$ cat config.mk
export PLATFORM = sky130hd
export DESIGN_NAME = datamem_arbiter
export DESIGN_NICKNAME = d
export VERILOG_FILES = /design/src/rtl/datamem_pkg.sv /design/src/rtl/rr_arbiter2.sv /design/src/rtl/datamem_arbiter.sv
export SDC_FILE = /design/constraint.sdc
export NUM_CORES = 1
export LEC_CHECK = 0
export ABC_AREA = 1
export CAP_MARGIN = 15
export CORE_UTILIZATION = 45
export CTS_BUF_LIST = sky130_fd_sc_hd__clkbuf_8
export DETAILED_ROUTE_END_ITERATION = 7
export PLACE_DENSITY = 0.84
export SLEW_MARGIN = 40
export SYNTH_ARGS = -nofsm -noshare
export SYNTH_HDL_FRONTEND = slang
export SYNTH_SLANG_ARGS = --single-unit
$ cat constraint.sdc
create_clock -name clk -period 3.6 [get_ports clk]
set_input_delay 0.54 -clock clk [delete_from_list [all_inputs] [get_ports clk]]
set_output_delay 0.54 -clock clk [all_outputs]
set_load 0.02 [all_outputs]
$ cat src/rtl/datamem_pkg.sv
// -----------------------------------------------------------------------------
// datamem_pkg
// Shared definitions for the data-memory arbiter slice:
//   - state_t      : sequencer states (IDLE -> ACCESS -> DONE -> IDLE)
//   - DEF_*        : default widths/depth for the memory interface
//   - PORT_CPU/DBG : port-index constants used as grant values
// -----------------------------------------------------------------------------
package datamem_pkg;

  localparam int DEF_DATA_W    = 32;
  localparam int DEF_ADDR_W    = 32;
  localparam int DEF_MEM_DEPTH = 34;

  localparam logic PORT_CPU = 1'b0;
  localparam logic PORT_DBG = 1'b1;

  typedef enum logic [1:0] {
    IDLE   = 2'd0,
    ACCESS = 2'd1,
    DONE   = 2'd2
  } state_t;

endpackage

$ cat src/rtl/rr_arbiter2.sv
// -----------------------------------------------------------------------------
// rr_arbiter2
// Two-input round-robin arbiter. A grant is only taken when the sequencer
// raises `advance`; at that point last_grant is updated so that, under
// continuous contention, the ports alternate strictly.
//
// Ports:
//   clk          in   system clock, rising edge
//   reset        in   synchronous, active-high reset (last_grant -> PORT_DBG)
//   req[1:0]     in   request vector, bit i = port i
//   advance      in   sequencer is ready to accept a new transaction
//   grant_valid  out  a grant is taken this cycle
//   grant_idx    out  winning port index (meaningful when grant_valid=1)
// -----------------------------------------------------------------------------
module rr_arbiter2
  import datamem_pkg::*;
(
  input  logic       clk,
  input  logic       reset,
  input  logic [1:0] req,
  input  logic       advance,
  output logic       grant_valid,
  output logic       grant_idx
);

  logic last_grant;

  // NOTE: every signal assigned in always_comb gets a default first so no
  // path leaves it unassigned and no latch is inferred.
  always_comb begin
    grant_idx = PORT_CPU;
    unique case (req)
      2'b01:   grant_idx = PORT_CPU;
      2'b10:   grant_idx = PORT_DBG;
      2'b11:   grant_idx = ~last_grant;
      default: grant_idx = PORT_CPU;
    endcase
  end

  assign grant_valid = advance & (|req);

  // Reset to PORT_DBG so the CPU port wins the first contended grant.
  // NOTE: sequential state uses non-blocking assignments so every register
  // samples its inputs from before the edge, independent of block order.
  always_ff @(posedge clk) begin
    if (reset) begin
      last_grant <= PORT_DBG;
    end else if (grant_valid) begin
      last_grant <= grant_idx;
    end
  end

endmodule

$ cat src/rtl/datamem_arbiter.sv
// -----------------------------------------------------------------------------
// datamem_arbiter
// Sequencer and two-port round-robin arbiter in front of a combinational,
// write-through data memory. All memory-side outputs come straight from
// registers, so mem_write is a clean one-cycle pulse with stable address and
// data, and there is no combinational path from req* to mem_*.
//
// Transaction: IDLE (grant, register addr/data/we) -> ACCESS (memory access,
// capture dataout) -> DONE (ack pulse with rdata/err) -> IDLE.
//
// Optional feature (macro DATAMEM_ARB_BOUNDS_EN): a winning address
// >= MEM_DEPTH suppresses the write, forces mem_addr to 0 and completes with
// err=1, rdata=0. Without the macro err0/err1 stay 0 and addresses pass through.
//
// Ports:
//   clk, reset                 clock, synchronous active-high reset
//   req0/we0/addr0/wdata0      port 0 (CPU) request, held until ack0
//   ack0/rdata0/err0           port 0 completion pulse and results
//   req1/we1/addr1/wdata1      port 1 (debug/loader) request
//   ack1/rdata1/err1           port 1 completion pulse and results
//   mem_addr/mem_write/mem_datain  registered drive to the memory
//   mem_dataout                memory read data (write-through)
//   busy                       high whenever the sequencer is not IDLE
// -----------------------------------------------------------------------------
module datamem_arbiter
  import datamem_pkg::*;
#(
  parameter int DATA_W    = DEF_DATA_W,
  parameter int ADDR_W    = DEF_ADDR_W,
  parameter int MEM_DEPTH = DEF_MEM_DEPTH
) (
  input  logic              clk,
  input  logic              reset,

  input  logic              req0,
  input  logic              we0,
  input  logic [ADDR_W-1:0] addr0,
  input  logic [DATA_W-1:0] wdata0,
  output logic              ack0,
  output logic [DATA_W-1:0] rdata0,
  output logic              err0,

  input  logic              req1,
  input  logic              we1,
  input  logic [ADDR_W-1:0] addr1,
  input  logic [DATA_W-1:0] wdata1,
  output logic              ack1,
  output logic [DATA_W-1:0] rdata1,
  output logic              err1,

  output logic [ADDR_W-1:0] mem_addr,
  output logic              mem_write,
  output logic [DATA_W-1:0] mem_datain,
  input  logic [DATA_W-1:0] mem_dataout,

  output logic              busy
);

  state_t state, state_n;

  logic              granted, granted_n;   // port owning the current transaction
  logic              oob, oob_n;           // current transaction is out of range
  logic [ADDR_W-1:0] mem_addr_n;
  logic              mem_write_n;
  logic [DATA_W-1:0] mem_datain_n;
  logic              ack0_n, ack1_n;
  logic [DATA_W-1:0] rdata0_n, rdata1_n;
  logic              err0_n, err1_n;

  logic              grant_valid, grant_idx;
  logic              win_we, win_oob;
  logic [ADDR_W-1:0] win_addr;
  logic [DATA_W-1:0] win_wdata;

  rr_arbiter2 u_arb (
    .clk         (clk),
    .reset       (reset),
    .req         ({req1, req0}),
    .advance     (state == IDLE),
    .grant_valid (grant_valid),
    .grant_idx   (grant_idx)
  );

  assign win_we    = (grant_idx == PORT_DBG) ? we1    : we0;
  assign win_addr  = (grant_idx == PORT_DBG) ? addr1  : addr0;
  assign win_wdata = (grant_idx == PORT_DBG) ? wdata1 : wdata0;

`ifdef DATAMEM_ARB_BOUNDS_EN
  assign win_oob = (win_addr >= ADDR_W'(MEM_DEPTH));
`else
  // Without the bounds check oob is constantly 0, so the err registers
  // reduce to constant zeros.
  assign win_oob = 1'b0;
`endif

  assign busy = (state != IDLE);

  always_comb begin
    state_n      = state;
    granted_n    = granted;
    oob_n        = oob;
    mem_addr_n   = mem_addr;     // address/data hold their last value when idle
    mem_datain_n = mem_datain;
    mem_write_n  = 1'b0;         // write only ever lasts the ACCESS cycle
    ack0_n       = 1'b0;
    ack1_n       = 1'b0;
    rdata0_n     = rdata0;
    rdata1_n     = rdata1;
    err0_n       = err0;
    err1_n       = err1;

    unique case (state)
      IDLE: begin
        if (grant_valid) begin
          state_n      = ACCESS;
          granted_n    = grant_idx;
          oob_n        = win_oob;
          mem_addr_n   = win_oob ? '0 : win_addr;
          mem_datain_n = win_wdata;
          mem_write_n  = win_we & ~win_oob;
        end
      end

      ACCESS: begin
        // Results and ack are registered here so they are presented in DONE.
        state_n = DONE;
        if (granted == PORT_DBG) begin
          rdata1_n = oob ? '0 : mem_dataout;
          err1_n   = oob;
          ack1_n   = 1'b1;
        end else begin
          rdata0_n = oob ? '0 : mem_dataout;
          err0_n   = oob;
          ack0_n   = 1'b1;
        end
      end

      DONE: begin
        state_n = IDLE;
      end

      default: begin
        state_n = IDLE;
      end
    endcase
  end

  always_ff @(posedge clk) begin
    if (reset) begin
      state      <= IDLE;
      granted    <= PORT_CPU;
      oob        <= 1'b0;
      mem_addr   <= '0;
      mem_write  <= 1'b0;
      mem_datain <= '0;
      ack0       <= 1'b0;
      ack1       <= 1'b0;
      rdata0     <= '0;
      rdata1     <= '0;
      err0       <= 1'b0;
      err1       <= 1'b0;
    end else begin
      state      <= state_n;
      granted    <= granted_n;
      oob        <= oob_n;
      mem_addr   <= mem_addr_n;
      mem_write  <= mem_write_n;
      mem_datain <= mem_datain_n;
      ack0       <= ack0_n;
      ack1       <= ack1_n;
      rdata0     <= rdata0_n;
      rdata1     <= rdata1_n;
      err0       <= err0_n;
      err1       <= err1_n;
    end
  end

endmodule

==> reports/results.tsv <==
stage	metric	value	unit
logic_synthesis	synth_top_cell_area_share	0.423	
critical_path	setup.reg_to_reg.worst_slack	1.48	ns
cts	numCtsBuffers	17	
critical_path	cp.depth	3	
final_layout	drive_gt1_frac	0.0461	
final_layout	nFillCells	1199	
global_routing	grt_max_degree	125	
cts	post_cts_buffers	0	
global_routing	grt_pass1_vias	6160	
cts	root_buffer	clkbuf_8	
cts	ctsResizeCount	0	
pwr	internal_power	2.79	mW
critical_path	crit_family	flip-flops	
critical_path	critical_path_class	reg -> out	
sta	post-route-min-period	2.54	ns
sta	relSlewSlack	0.467	
sta	setup_viol	0	
run	drv_cap	0	
final_layout	final_area	0.00970	mm2
routing	antenna_left	0	
critical_path	cpPeakStageDelay	0.77	ns
logic_synthesis	syn_area_per_cell	6.73	um2
pwr	p_seq_frac	0.412	
sta	finalMaxSlewViolations	0	
floorplanning	dieHeight	121	um
critical_path	cp_data_required_time	3.06	ns
status	outcome	finished, final reports clean	
floorplanning	initial_utilization	0.460	
placed_design	io_buffers	297	
sta	skew	0.0155	ns
logic_synthesis	yosys_warnings	0	
global_routing	grt-ovfl-total	0	
floorplanning	ioPinCount	300	
critical_path	cp_max_fo	18	
critical_path	ff2ff_path_depth	6	
pwr	vdd_drop_max	0.242	mV
logic_synthesis	ys_ff_latch	135	
cts	clock-sinks	135	
critical_path	reg2reg_to	mem_datain[12]$_SDFFE_PP0P_	
routing	via_per_inst	4.90	
worst_hold_path	holdPathStages	2	
routing	wl_per_cell	14.2	um
cts	cts_tree	yes	
placed_design	hpwl	13800	um
final_layout	synthToLayoutAreaGrowth	51.8	%
worst_hold_path	hold_path_startpoint	rdata1[26]$_SDFFE_PP0P_	
critical_path	critPathBufInv	2	
worst_hold_path	min_to	rdata1[26]$_SDFFE_PP0P_	
routing	drt-total-wl	19800	um
global_routing	antenna_found_initial	1	
floorplanning	dieArea	0.0147	mm2
logic_synthesis	synth_cell_types	20	
logic_synthesis	syn_inst	950	
critical_path	crit_path_start_kind	register	
routing	drt_iter0_drc	498	
cts	clockBufferDepth	2	
pwr	p_per_area	420	mW/mm2
placed_design	post_dp_cell_area	0.00929	mm2
placed_design	place.gp.congestion	0.845	
pwr	p_sw	1.29	mW
routing	first_pass_iters	5	
routing	via_count	6839	
pwr	swShare	0.317	
sta	fin_tns_setup	0	ns
critical_path	crit_path_end_kind	primary output	
critical_path	arrival	2.00	ns
global_routing	grt_use_total	0.269	
worst_hold_path	min_path_type	reg -> reg	
critical_path	slowest_stage	dfxtp_1	
global_routing	grt_pass1_wl	30500	um
pwr	leakage	4.02	nW
routing	drc	0	
sta	hold_viol	0	
logic_synthesis	ys_seq_area_frac	0.423	
cts	cts_max_level	4	
floorplanning	rows	43	
sta	tightest_slew	0.800	ns
sta	max_freq	393	MHz
pwr	clkPwrFrac	0.317	
cts	clk_latency	0.44	ns
logic_synthesis	mappedNetlistArea	0.00639	mm2
floorplanning	die_w	121	um
final_layout	nets	1369	
sta	fin_crit_sh	0.707	
floorplanning	core	0.0139	mm2
critical_path	worstPathCellList	inv_2 -> nand2_2 -> clkdlybuf4s50_1	
pwr	combPwrFrac	0.271	
critical_path	timing.rr.start	state[0]$_SDFFE_PP0P_	
cts	cts.clk_slew.worst_paths	0.08	ns
cts	cts-hold-fix-buffers	0	
sta	rsz0062_at_grt	false	
logic_synthesis	synthTopCellsByArea	dfxtp_1 42%, nand2_1 18%, nor2_1 7.8%, a21boi_0 5.8%, a21oi_1 5.2%	
logic_synthesis	synth.largest_area_cell	dfxtp_1	
[sequential cells by signal, summed over array words and instances (netlist names)]
signal / cells
u_arb.last_grant: 1
mem_datain: 32
state: 2
mem_addr: 32
ack1: 1
rdata1: 32
ack0: 1
mem_write: 1
rdata0: 32
granted: 1
[cell type report]
class                           count  area (um2)  share of cell area
Antenna cell                        1        2.50            0.000258
Tap cell                          180         225              0.0232
Clock inverter                     13         146              0.0151
Clock buffer                       19         262              0.0270
Sequential cell                   135        2700               0.279
Inverter                           71         267              0.0275
Multi-Input combinational cell    666        3010               0.311
Timing Repair Buffer              312        3080               0.318
[cell families after synthesis]
| family | after synthesis | share of synthesized area |
|---|---|---|
| and+or+nand+nor | 534 | 0.342 |
| buffers and inverters | 150 | 0.108 |
| DFF | 135 | 0.423 |
| AOI/OAI and AO/OA | 130 | 0.127 |
| other | 1 | 0.000587 |
[stage by stage]
step                      instances  hold WS, ns  setup WS [ns]  power [mW]   util
after floorplan                 951        0.442           2.22        2.32      -
after global placement         1364        0.448           1.18        2.80  0.669
after detailed placement       1364        0.452           1.12        2.82  0.669
after CTS                      1396        0.434           1.03        4.11  0.698
after global routing           1397        0.476          0.943        4.29  0.699
final                          1397        0.464           1.06        4.08  0.699
[cells in the final DEF (no fill, tap or decap), drive strengths merged]
| cell | Yosys | routed |
|---|---|---|
| nand2 | 300 | 300 |
| clkdlybuf4s50 | 0 | 295 |
| dfxtp | 135 | 135 |
| nor2 | 135 | 135 |
| inv | 71 | 76 |
| a21oi | 66 | 66 |
| nand3 | 66 | 66 |
| a21boi | 64 | 64 |
| nand4 | 32 | 32 |
| clkbuf | 24 | 19 |
| buf | 55 | 17 |
| clkinvlp | 0 | 3 |
| clkinv | 0 | 3 |
| conb | 1 | 2 |
| bufinv | 0 | 2 |
| diode | 0 | 1 |
| nand3b | 1 | 1 |
[power by group through the flow]
stage	Clock (mW)	Combinational [mW]	Sequential (mW)
floorplan	0	0.478	1.84
global placement	0	1.09	1.71
detailed placement	0	1.10	1.71
CTS	1.32	1.11	1.68
global route	1.39	1.21	1.69
finish	1.29	1.11	1.68
[worst max path at each step]
stage                          startpoint                           to  slack [ns]
finish              state[0]$_SDFFE_PP0P_                         busy        1.06
global placement                     req0  mem_datain[12]$_SDFFE_PP0P_        1.18
floorplan                            req0     mem_addr[3]$_SDFFE_PP0P_        2.22
global route        state[0]$_SDFFE_PP0P_                         busy        0.94
detailed placement                   req0  mem_datain[12]$_SDFFE_PP0P_        1.12
CTS                 state[0]$_SDFFE_PP0P_                         busy        1.03
[worst register-to-register path: cells and delay by family, from the launching register on]
family                 cells  cell delay (ns)
buffers and inverters      1             0.36
AND/OR/NAND/NOR            5             0.90
flip-flops                 1             0.77
[cells in the mapped netlist]
cell type and instances:
clkbuf_1 24, buf_6 7, nand4_1 32, buf_2 38
nand3b_1 1, nand2_2 1, nor2_1 133, nor2_2 1
buf_4 7, nand2_1 299, inv_2 2, a21boi_0 49
dfxtp_1 135, nand3_1 66, a21boi_1 15, inv_1 69
buf_1 3, a21oi_1 66, nor2_4 1, conb_1 1
[per-layer routing]
| metal | track usage | share of wire | vias to the layer above |
|---|---|---|---|
| li1 | - | - | 3493 |
| met1 | 0.298 | 0.39 | 3061 |
| met2 | 0.463 | 0.50 | 262 |
| met3 | 0.0992 | 0.098 | 23 |
| met4 | 0.111 | 0.019 | 0 |
| met5 | 0 | 0 | - |
No activity file was read; power rests on OpenSTA's default activity.
